$ cat config.mk
export PLATFORM = sky130hd
export DESIGN_NAME = nes_controller_io
export DESIGN_NICKNAME = d
export VERILOG_FILES = /design/src/rtl/nes_controller_io.sv
export SDC_FILE = /design/constraint.sdc
export NUM_CORES = 1
export LEC_CHECK = 0
export CORE_UTILIZATION = 47
export DETAILED_ROUTE_END_ITERATION = 6
export PLACE_DENSITY = 0.93
export SKIP_LAST_GASP = 1
export SLEW_MARGIN = 20
export SYNTH_ARGS = -nofsm -noshare
export SYNTH_HDL_FRONTEND = slang
export SYNTH_SLANG_ARGS = --single-unit
$ cat constraint.sdc
create_clock -name clk -period 2.9 [get_ports clk]
set_clock_uncertainty 0.1 [all_clocks]
set_input_delay 0.58 -clock clk [delete_from_list [all_inputs] [get_ports clk]]
set_output_delay 0.58 -clock clk [all_outputs]
set_load 0.01 [all_outputs]
$ cat src/rtl/nes_controller_io.sv
// Two-port NES joypad interface at $4016/$4017 that emulates a pair of 4021 shift registers.
// Defining CONTROLLER_SYNC_EN adds 2-flop synchronizers on the button inputs ahead of the reload path.
module nes_controller_io #(
  parameter logic [7:0] OPEN_BUS = 8'h40
) (
  input  logic       clk,
  input  logic       reset_n,
  input  logic       cs_n,
  input  logic       addr,
  input  logic       rd,
  input  logic       wr,
  input  logic [7:0] din,
  output logic [7:0] dout,
  input  logic [7:0] pad0_buttons,
  input  logic [7:0] pad1_buttons
);

  logic       r_strobe;
  logic [1:0] r_acc_q;
  logic [7:0] r_sr0;
  logic [7:0] r_sr1;

  logic       w_acc;
  logic       w_acc0;
  logic       w_acc1;
  logic       w_shift0;
  logic       w_shift1;
  logic       w_strobe_wr;
  logic [7:0] w_pad0;
  logic [7:0] w_pad1;
  logic       w_unused_din;

  assign w_acc       = ~cs_n & rd;
  assign w_acc0      = w_acc & ~addr;
  assign w_acc1      = w_acc & addr;
  assign w_strobe_wr = ~cs_n & wr & ~addr;
  assign w_unused_din = &{1'b0, din[7:1]};

  // A shift fires on the edge that first sees a pad's access gone.
  assign w_shift0 = r_acc_q[0] & ~w_acc0;
  assign w_shift1 = r_acc_q[1] & ~w_acc1;

`ifdef CONTROLLER_SYNC_EN
  logic [7:0] r_pad0_meta;
  logic [7:0] r_pad0_sync;
  logic [7:0] r_pad1_meta;
  logic [7:0] r_pad1_sync;

  always_ff @(posedge clk or negedge reset_n) begin
    if (!reset_n) begin
      r_pad0_meta <= 8'h00;
      r_pad0_sync <= 8'h00;
      r_pad1_meta <= 8'h00;
      r_pad1_sync <= 8'h00;
    end else begin
      r_pad0_meta <= pad0_buttons;
      r_pad0_sync <= r_pad0_meta;
      r_pad1_meta <= pad1_buttons;
      r_pad1_sync <= r_pad1_meta;
    end
  end

  assign w_pad0 = r_pad0_sync;
  assign w_pad1 = r_pad1_sync;
`else
  assign w_pad0 = pad0_buttons;
  assign w_pad1 = pad1_buttons;
`endif

  // NOTE: all state uses non-blocking assignments so every register sees the pre-edge values of the others.
  always_ff @(posedge clk or negedge reset_n) begin
    if (!reset_n) begin
      r_strobe <= 1'b0;
      r_acc_q  <= 2'b00;
    end else begin
      if (w_strobe_wr) begin
        r_strobe <= din[0];
      end
      r_acc_q <= {w_acc1, w_acc0};
    end
  end

  // Strobe high reloads continuously and also blocks any shift in that same cycle.
  always_ff @(posedge clk or negedge reset_n) begin
    if (!reset_n) begin
      r_sr0 <= 8'h00;
      r_sr1 <= 8'h00;
    end else if (r_strobe) begin
      r_sr0 <= w_pad0;
      r_sr1 <= w_pad1;
    end else begin
      if (w_shift0) begin
        r_sr0 <= {1'b1, r_sr0[7:1]};
      end
      if (w_shift1) begin
        r_sr1 <= {1'b1, r_sr1[7:1]};
      end
    end
  end

  // NOTE: defaulting dout before the if keeps this combinational block from inferring a latch.
  always_comb begin
    dout = 8'h00;
    if (w_acc) begin
      dout = {OPEN_BUS[7:1], (addr ? r_sr1[0] : r_sr0[0])};
    end
  end

endmodule

==> run metrics <==
FF-to-FF End r_sr1[3]; hpwl dp 1383 µm; mean post-synth cell area 10.01 µm²; num rows 16; final-report hold violation count 0; Finish-stage setup viols 0; Remaining Overflow, GRT 0; most instantiated library cell after synthesis dfrtp_1; worst reg2reg setup slack 1.40 ns; Placed Cells 149; CTS tree done; DR iter-0 viols 7; H-tree levels 1; WP data arrival 1.96 ns; Worst VDD drop 0.3441 mV; clk slew on worst S/H paths 0.10 ns; Clock Path Buffers 2; hold slack 0.4422 ns; fin nets 157; top cells by area, synth dfrtp_1 44%, a21boi_2 6.3%, a2bb2oi_1 5.7%, nor2b_1 5.3%, buf_4 4.9%; antenna diode count 0; post-CTS sizing 0; vias in the first global route 741; drt wl/cell 12.43 µm; CTS root buffer clkbuf_4; hold path cells 2; Syn-to-layout area delta 20.68%; Worst-Skew Late Latency 0.29 ns; vias per cell 5.307; number of synthesized flops with an enable pin 0; RSZ-0062 raised after global routing false; first-pass GRT wire length 3139 µm; Pre-antenna DRT Iters 4; most common flop cell mapped by yosys dfrtp_1; Placer Congestion 0.7275; WHS Endpoint r_sr0[7]; Placed Area 1266 µm²; Register-to-Register Path Depth 2; port buffer count 24; critical path required time 2.22 ns; height of the die 49.74 µm; PwrDens 549.8 nW/µm²; clock tree sinks 19; Final Cycle Share 91.13%; fin. max-slew vios 0; post-layout util 63.30%; startpoint class of the critical path input port; Tightest Pin Transition 0.8804 ns; Synth area leader dfrtp_1; final WL 1902 µm; share of cells above drive strength 1 14.29%; final worst setup slack 0.2573 ns; max cap viols 0; largest net degree at the start of global routing 34; initial core utilization 52.45%; CP Capture Type primary output; Slew headroom 41.31%; die width 49.74 µm; critical path class input port to primary output; core area 2042 µm²; synth cell count leaders 19 x dfrtp_1, 9 x a21oi_1, 9 x inv_1, 9 x nor2b_1, 8 x o21ai_1; final instance area 1292 µm²; critical-path maximum fanout 3; Hold WC Path Type flop to flop; register bit total from synthesis 19; minimum clock period 2.643 ns; post-synth top area share 44.39%; post-route ant nets 0; overall power consumption 0.7106 mW; Mapped Cells 107; setup_tns 0 ns; post-route DRC violation count 0; I/O pins 38; die area 2474 µm²; Non-Filler Instances 153; CTS buffer count 3; GRT Resource Usage Total 16.78%; Seq/Total Area, Yosys 44.39%; vias 812; status finished clean; Pleak 0.5576 nW; CTS Hold Bufs 0; Synth Warn # 0; share of async-settable or async-resettable flops after synthesis 100.0%; initial antenna violation count 0; Synth Cell Area 1071 µm²; fmax 0.3784 GHz; post-synthesis cell type count 25; Post-CTS Setup Bufs 0; pre-CTS setup slack 0.2530 ns; reg2reg start r_strobe; HP Start r_sr0[7]
[where the power goes]
| group | switching, mW | total (mW) | internal [mW] |
|---|---|---|---|
| logic | 0.0715 | 0.202 | 0.131 |
| registers | 0.0547 | 0.379 | 0.324 |
| clock network | 0.0761 | 0.130 | 0.0535 |
| total | 0.202 | 0.711 | 0.508 |
[final cells by class]
cell class	instances	area (µm²)
sequential	19	475.5
clock buffer	4	26.28
fill	179	749.5
timing repair buffer	24	240.2
multi-input combinational	69	466.7
inverter	10	50.05
tap	27	33.78
[layout by cell type (no fill, tap or decap), drive strengths merged]
| master | instances |
|---|---|
| a21boi | 7 |
| a21oi | 9 |
| a2bb2oi | 7 |
| a31o | 7 |
| a31oi | 7 |
| clkbuf | 4 |
| clkdlybuf4s50 | 24 |
| clkinv | 1 |
| conb | 6 |
| dfrtp | 19 |
| inv | 9 |
| mux2 | 1 |
| mux2i | 1 |
| nand2 | 3 |
| nand3b | 1 |
| nor2 | 1 |
| nor2b | 9 |
| o21ai | 9 |
| or3b | 1 |
[how the worst max path moves through the flow]
stage | from | end | slack, ns | depth (start not counted)
6_report | rd | dout[0] | 0.26 | 4
3_3_place_gp | rd | dout[0] | 0.31 | 4
4_1_cts | rd | dout[0] | 0.24 | 4
5_1_grt | rd | dout[0] | 0.17 | 4
3_5_place_dp | rd | dout[0] | 0.25 | 4
2_1_floorplan | rd | dout[0] | 1.29 | 2
[cell families (layout without fill, tap and decap cells)]
logic type | count (synthesis) | after routing | synth area share, %
flip-flops | 19 | 19 | 44.39
buffers and inverters | 24 | 38 | 13.78
AND/OR/NAND/NOR | 15 | 15 | 8.527
multiplexers | 2 | 2 | 1.986
AO/OA/AOI/OAI | 46 | 46 | 30.96
other | 1 | 6 | 0.3501
[per-layer routing]
| layer | track usage (%) | share of wire, % | up-vias |
|---|---|---|---|
| li1 | - | - | 404 |
| met1 | 18.97 | 41 | 385 |
| met2 | 30.63 | 53 | 23 |
| met3 | 5.556 | 5.8 | 0 |
| met4 | 2.857 | 0 | 0 |
| met5 | 0 | 0 | - |
[critical path, stage by stage]
cell and delay [ns]:
clkdlybuf4s50_1 0.50, nor2b_1 0.19, nor2b_1 0.15, clkdlybuf4s50_1 0.54
[state kept, by name, summed over array words and instances, names as in the netlist]
signal	cells
r_sr1	8
r_strobe	1
r_acc_q	2
r_sr0	8
Note: power is estimated with default switching activity, not from simulation.
==> RTL edit 1 (same settings) <==
Add a define of `CONTROLLER_SYNC_EN`.
--- a/src/rtl/nes_controller_io.sv
+++ b/src/rtl/nes_controller_io.sv
@@ -1,5 +1,7 @@
 // Two-port NES joypad interface at $4016/$4017 that emulates a pair of 4021 shift registers.
 // Defining CONTROLLER_SYNC_EN adds 2-flop synchronizers on the button inputs ahead of the reload path.
+`define CONTROLLER_SYNC_EN
+
 module nes_controller_io #(
   parameter logic [7:0] OPEN_BUS = 8'h40
 ) (
Check against the original RTL: not equivalent (a bounded check fails within 4 cycles, from zero or initial values and one cycle with reset_n low).
==> RTL edit 1 against the unedited design <==
- core utilization fell by 4.2 points
- count of clock-buffer cells in the layout is 2 higher
- setup slack better by 0.068 ns
- routed wire length is 32% higher
- synthesized cell count grew 30%
- final area is 69% higher
- synthesized area up 71%
- power is 120% higher
- die area is 68% higher
- sequential cell count is 32 higher
- fmax increased by 2.6%
- critical path type unchanged
- critical endpoint unchanged
- largest power group unchanged
- highest routed layer is now met4
==> RTL edit 1: results (changes against the unedited design) <==
- The number of filler instances in the final layout came to 290 (+62%).
- The global-route wire length before repair came to 4.416 mm (+41%).
- The fraction of synthesized area in multiplexers is 1.161% (-0.82 points).
- The clock network power is 0.487 mW (+270%).
- The average via count per standard cell is 5.090 (-4.1%).
- The post-layout minimum cycle time is 2.575 ns (-0.06822 ns).
- The number of DRC markers after the initial detailed-route iteration is 29 (+22).
- The complex-gate fraction of the synthesized area was 16.87% (-14 points).
- The share of final-layout standard cells stronger than drive strength 1 is 11.66% (-2.6 points).
- The relative slew slack is 40.05% (-1.3 points).
- The finished layout cell area is 0.002180 mm^2 (+69%).
- The global placer's final weighted congestion is 0.8057 (+11%).
- The number of clock-tree buffers in the layout is 6 (+2).
- The run finished with clean final reports.
- The signal arrival time at the worst endpoint is 1.89 ns (-0.07 ns).
- The CTS root buffer is clkbuf_8.
- The cell total after placement is 203 (+36%).
- The placed standard-cell area is 0.002062 mm^2 (+63%).
- The number of levels the H-tree was split into is 2 (+1).
- In the post-synthesis netlist, the biggest area contributors are dfrtp_1 70%, a2bb2oi_1 3.3%, a31o_2 3.3%.
- The maximum VDD drop came to 0.5299 mV (+54%).
- The largest net degree at the start of global routing was 36 (+5.9%).
- The data-path buffer share of cell area in the final layout was 11.14% (-7.4 points).
- The switching power share of the total was 22.47% (-6.0 points).
- The count of non-CTS buffers in the layout came to 25 (+4.2%).
- The sequential power share was 55.5% (+2.2 points).
- The clock network area share was 5.396% (+3.4 points).
- The number of library cell types mapped by synthesis is 22 (-12%).
- The count of vias placed by the detailed router is 1074 (+32%).
- The placed wire-length estimate after detailed placement is 1.627 mm (+18%).
- The total wirelength of the detailed-routed design is 2.510 mm (+32%).
- The cell leakage power is 0.9661 nW (+73%).
- The total CTS buffers came to 5 (+2).
- The CTS sink count came to 51 (+32).
- The worst-case setup slack after placement came to 0.3206 ns (+0.06768 ns).
## RTL edit 1: routing by layer
metal  track usage [%]  wire (um)  up-vias
met3             4.930        144        5
met5                 0          0        -
met4             8.333         72        0
met2             21.58       1154       40
met1             18.49       1138      521
li1                  -          -      508
## RTL edit 1: worst max-delay path: stages
cell	delay [ns]
clkdlybuf4s50_1	0.49
nor2b_1	0.16
nor2b_1	0.13
clkdlybuf4s50_1	0.53
## RTL edit 1: worst paths after layout
kind / end / depth (start not counted) / startpoint
hold / removal: r_strobe$_DFFE_PN0P_ / 1 / reset_n
max in group asynchronous: r_pad0_meta[4]$_DFF_PN0_ / 2 / reset_n
setup reg to reg: r_sr1[4]$_DFFE_PN0P_ / 2 / r_strobe$_DFFE_PN0P_
min in group clk: r_pad0_sync[4]$_DFF_PN0_ / 0 / r_pad0_meta[4]$_DFF_PN0_
hold reg to reg: r_pad0_sync[4]$_DFF_PN0_ / 0 / r_pad0_meta[4]$_DFF_PN0_
setup / recovery: dout[0] / 4 / rd
==> RTL edit 2 (config.mk and constraints unchanged) <==
Without the edit above. Put a register stage on the output `dout`, cleared by the reset. The value now appears one clock later. Comments in the files are not updated.
--- a/src/rtl/nes_controller_io.sv
+++ b/src/rtl/nes_controller_io.sv
@@ -14,6 +14,8 @@
   input  logic [7:0] pad0_buttons,
   input  logic [7:0] pad1_buttons
 );
+
+  logic [7:0] dout_d;
 
   logic       r_strobe;
   logic [1:0] r_acc_q;
@@ -100,9 +102,17 @@
 
   // NOTE: defaulting dout before the if keeps this combinational block from inferring a latch.
   always_comb begin
-    dout = 8'h00;
+    dout_d = 8'h00;
     if (w_acc) begin
-      dout = {OPEN_BUS[7:1], (addr ? r_sr1[0] : r_sr0[0])};
+      dout_d = {OPEN_BUS[7:1], (addr ? r_sr1[0] : r_sr0[0])};
+    end
+  end
+
+  always_ff @(posedge clk or negedge reset_n) begin
+    if (!reset_n) begin
+      dout <= '0;
+    end else begin
+      dout <= dout_d;
     end
   end
 
Formal check against the unedited RTL: not equivalent (a bounded check fails within 4 cycles, from zero or initial values and one cycle with reset_n low).
==> RTL edit 2 against the unedited design <==
- setup slack improved by 0.66 ns
- global-route usage increased by 1.6 points
- routed wire length grew 2.7%
- final area increased by 1.9%
- sequential cell count grew 2
- hold slack improved by 0.010 ns
- synthesized area grew 0.23%
- largest power group unchanged
- power rose by 4.1%
- critical path depth stayed put
==> RTL edit 2: results (changes against the unedited design) <==
- The flow ran to the end, and the final reports show no timing, DRC or antenna violations.
- The worst-case setup slack after placement is 0.5910 ns (+0.3380 ns).
- The delay of the slowest critical-path stage is 0.54 ns (about the same).
- The number of routed nets with antenna violations is 0 (unchanged).
- The share of final-layout standard cells stronger than drive strength 1 was 10.85% (-3.4 points).
- The number of levels the H-tree was split into is 1 (unchanged).
- The final hold slack came to 0.4524 ns (+0.01016 ns).
- The met3 usage in global routing is 1.235% (-4.3 points).
- The global placer's final weighted congestion is 0.7472 (+2.7%).
- The number of antenna cells inserted came to 0 (unchanged).
- The placed wire-length estimate after detailed placement came to 1.342 mm (-3.0%).
- The initial antenna violation count is 0 (unchanged).
- In the final layout, the registers with the most flip-flops are r_sr0 (8), r_sr1 (8).
- The met1 track demand over resource is 23.96% (+5.0 points).
- The number of global-route vias before repair is 845 (+14%).
- The clock-pin slew on the worst setup and hold paths is 0.13 ns (+0.03 ns).
- The relative slew slack is 39.62% (-1.7 points).
- The post-CTS setup buffer count was 0 (unchanged).
- The fraction of the yosys area taken by sequential cells was 48.95% (+4.6 points).
- The worst register-to-register path has a setup slack of ~1.4 ns.
- The maximum VDD drop was 0.2920 mV (-15%).
- In the synthesized netlist the dominant register cell turns out to be dfrtp_1.
- The master of the slowest instance on the critical path is clkdlybuf4s50_1.
- The cell leakage power is 0.5761 nW (+3.3%).
- The cell family contributing the most delay on the critical path is buffers and inverters.
- The total number of nets in the final design was 160 (+1.9%).
- The global-route wire length before repair is 3.560 mm (+13%).
- The count of vias placed by the detailed router is 837 (+3.1%).
- The total iterations of the first detailed-routing run is 4 (unchanged).
- In this run the clock root is driven by a clkbuf_4.
- The wire length per cell after detailed routing is 12.53 um (+0.76%).
- The clock network latency to the later pin of the worst-skew pair is 0.30 ns.
- The classification of the worst-slack hold path is reg2reg.
- The maximum count of clock buffers along a single path was 2 (unchanged).
- The number of DRC markers after the initial detailed-route iteration is 5 (-2).
- The routing usage on met2 was 31.08% (+0.45 points).
- The hold-fix buffer count after cts came to 0 (unchanged).
- The commonest cells after synthesis are 21 x dfrtp_1, 9 x a21oi_1, 9 x inv_1, 9 x nor2b_1, 9 x o21ai_0.
- By area the synthesized netlist is led by dfrtp_1 49%, a2bb2oi_1 5.7%, a31o_2 5.7%.
- The highest clock frequency the design can meet came to 504.8 MHz (+33%).
- The global-route total usage across every layer is 18.36% (+1.6 points).
- The signal arrival time at the worst endpoint is 2.05 ns (+0.09 ns).
- The number of buffers inserted by port buffering is 24 (unchanged).
- The total CTS buffers is 3 (unchanged).
- The highest fanout seen on the critical path is 16 (+13).
- The number of filler instances in the final layout is 163 (-8.9%).
- The number of library cell types mapped by synthesis is 22 (-12%).
- The largest net degree at the start of global routing is 34 (unchanged).
- The number of gates given a new drive strength after cts came to 0 (unchanged).
- The async set-reset flop share out of synthesis is 100.0% (unchanged).
- The total internal power is 0.5258 mW (+3.4%).
- The warning count from the yosys run is 0 (unchanged).
## RTL edit 2: changes by cell type after synthesis, sizes merged
cell    delta
dfrtp      +2
clkbuf     +2
buf        -3
## RTL edit 2: worst paths after layout
path,to,from,cells after the start
setup / recovery,r_sr1[4]$_DFFE_PN0P_,addr,4
hold / removal,r_sr0[3]$_DFFE_PN0P_,r_sr0[3]$_DFFE_PN0P_,2
hold reg to reg,r_sr0[3]$_DFFE_PN0P_,r_sr0[3]$_DFFE_PN0P_,2
max in group asynchronous,r_sr0[7]$_DFFE_PN0P_,reset_n,2
min in group asynchronous,r_strobe$_DFFE_PN0P_,reset_n,2
setup reg to reg,r_sr1[1]$_DFFE_PN0P_,r_strobe$_DFFE_PN0P_,2
## RTL edit 2: kinds of logic after synthesis
kind of cell,share of synthesized area (%)
mux,1.981
simple gates,8.158
other cells,0.3493
compound gates,28.79
flops,48.95
buf+inv,11.77
## RTL edit 2: final cells by class
class                           count  area share [%]
Timing Repair Buffer               25           18.80
Multi-Input combinational cell     69           33.43
Tap cell                           27           2.564
Inverter                           10           3.229
Clock buffer                        3           1.709
Clock inverter                      1          0.3799
Sequential cell                    21           39.89
## RTL edit 2: power by group through the flow
stage / registers [mW] / logic, mW / clock network, mW
global route: 0.418 / 0.214 / 0.156
finish: 0.407 / 0.192 / 0.141
floorplan: 0.385 / 0.157 / 0
global placement: 0.408 / 0.182 / 0
detailed placement: 0.413 / 0.192 / 0
CTS: 0.407 / 0.193 / 0.143
## RTL edit 2: metal layers
layer	up-vias	share of wire, %	routed length (um)
met3	2	4.1	80
li1	409	-	-
met5	-	0	0
met1	400	46	908
met4	0	0.61	12
met2	26	49	952
## RTL edit 2: tightest hold or removal path, cell delays in order (launching register included)
cell and delay (ns):
dfrtp_1 0.39, o21ai_0 0.08, a21oi_1 0.06
## RTL edit 2: metrics by stage
step           power [mW]  std cells  area [um^2]  util (%)
2_1_floorplan      0.5419        113         1092         -
3_5_place_dp       0.6044        152         1290     62.56
4_1_cts            0.7436        156         1318     63.90
6_report           0.7399        156         1318     63.90
5_1_grt            0.7892        156         1318     63.90
3_3_place_gp       0.5898        152         1290     62.56
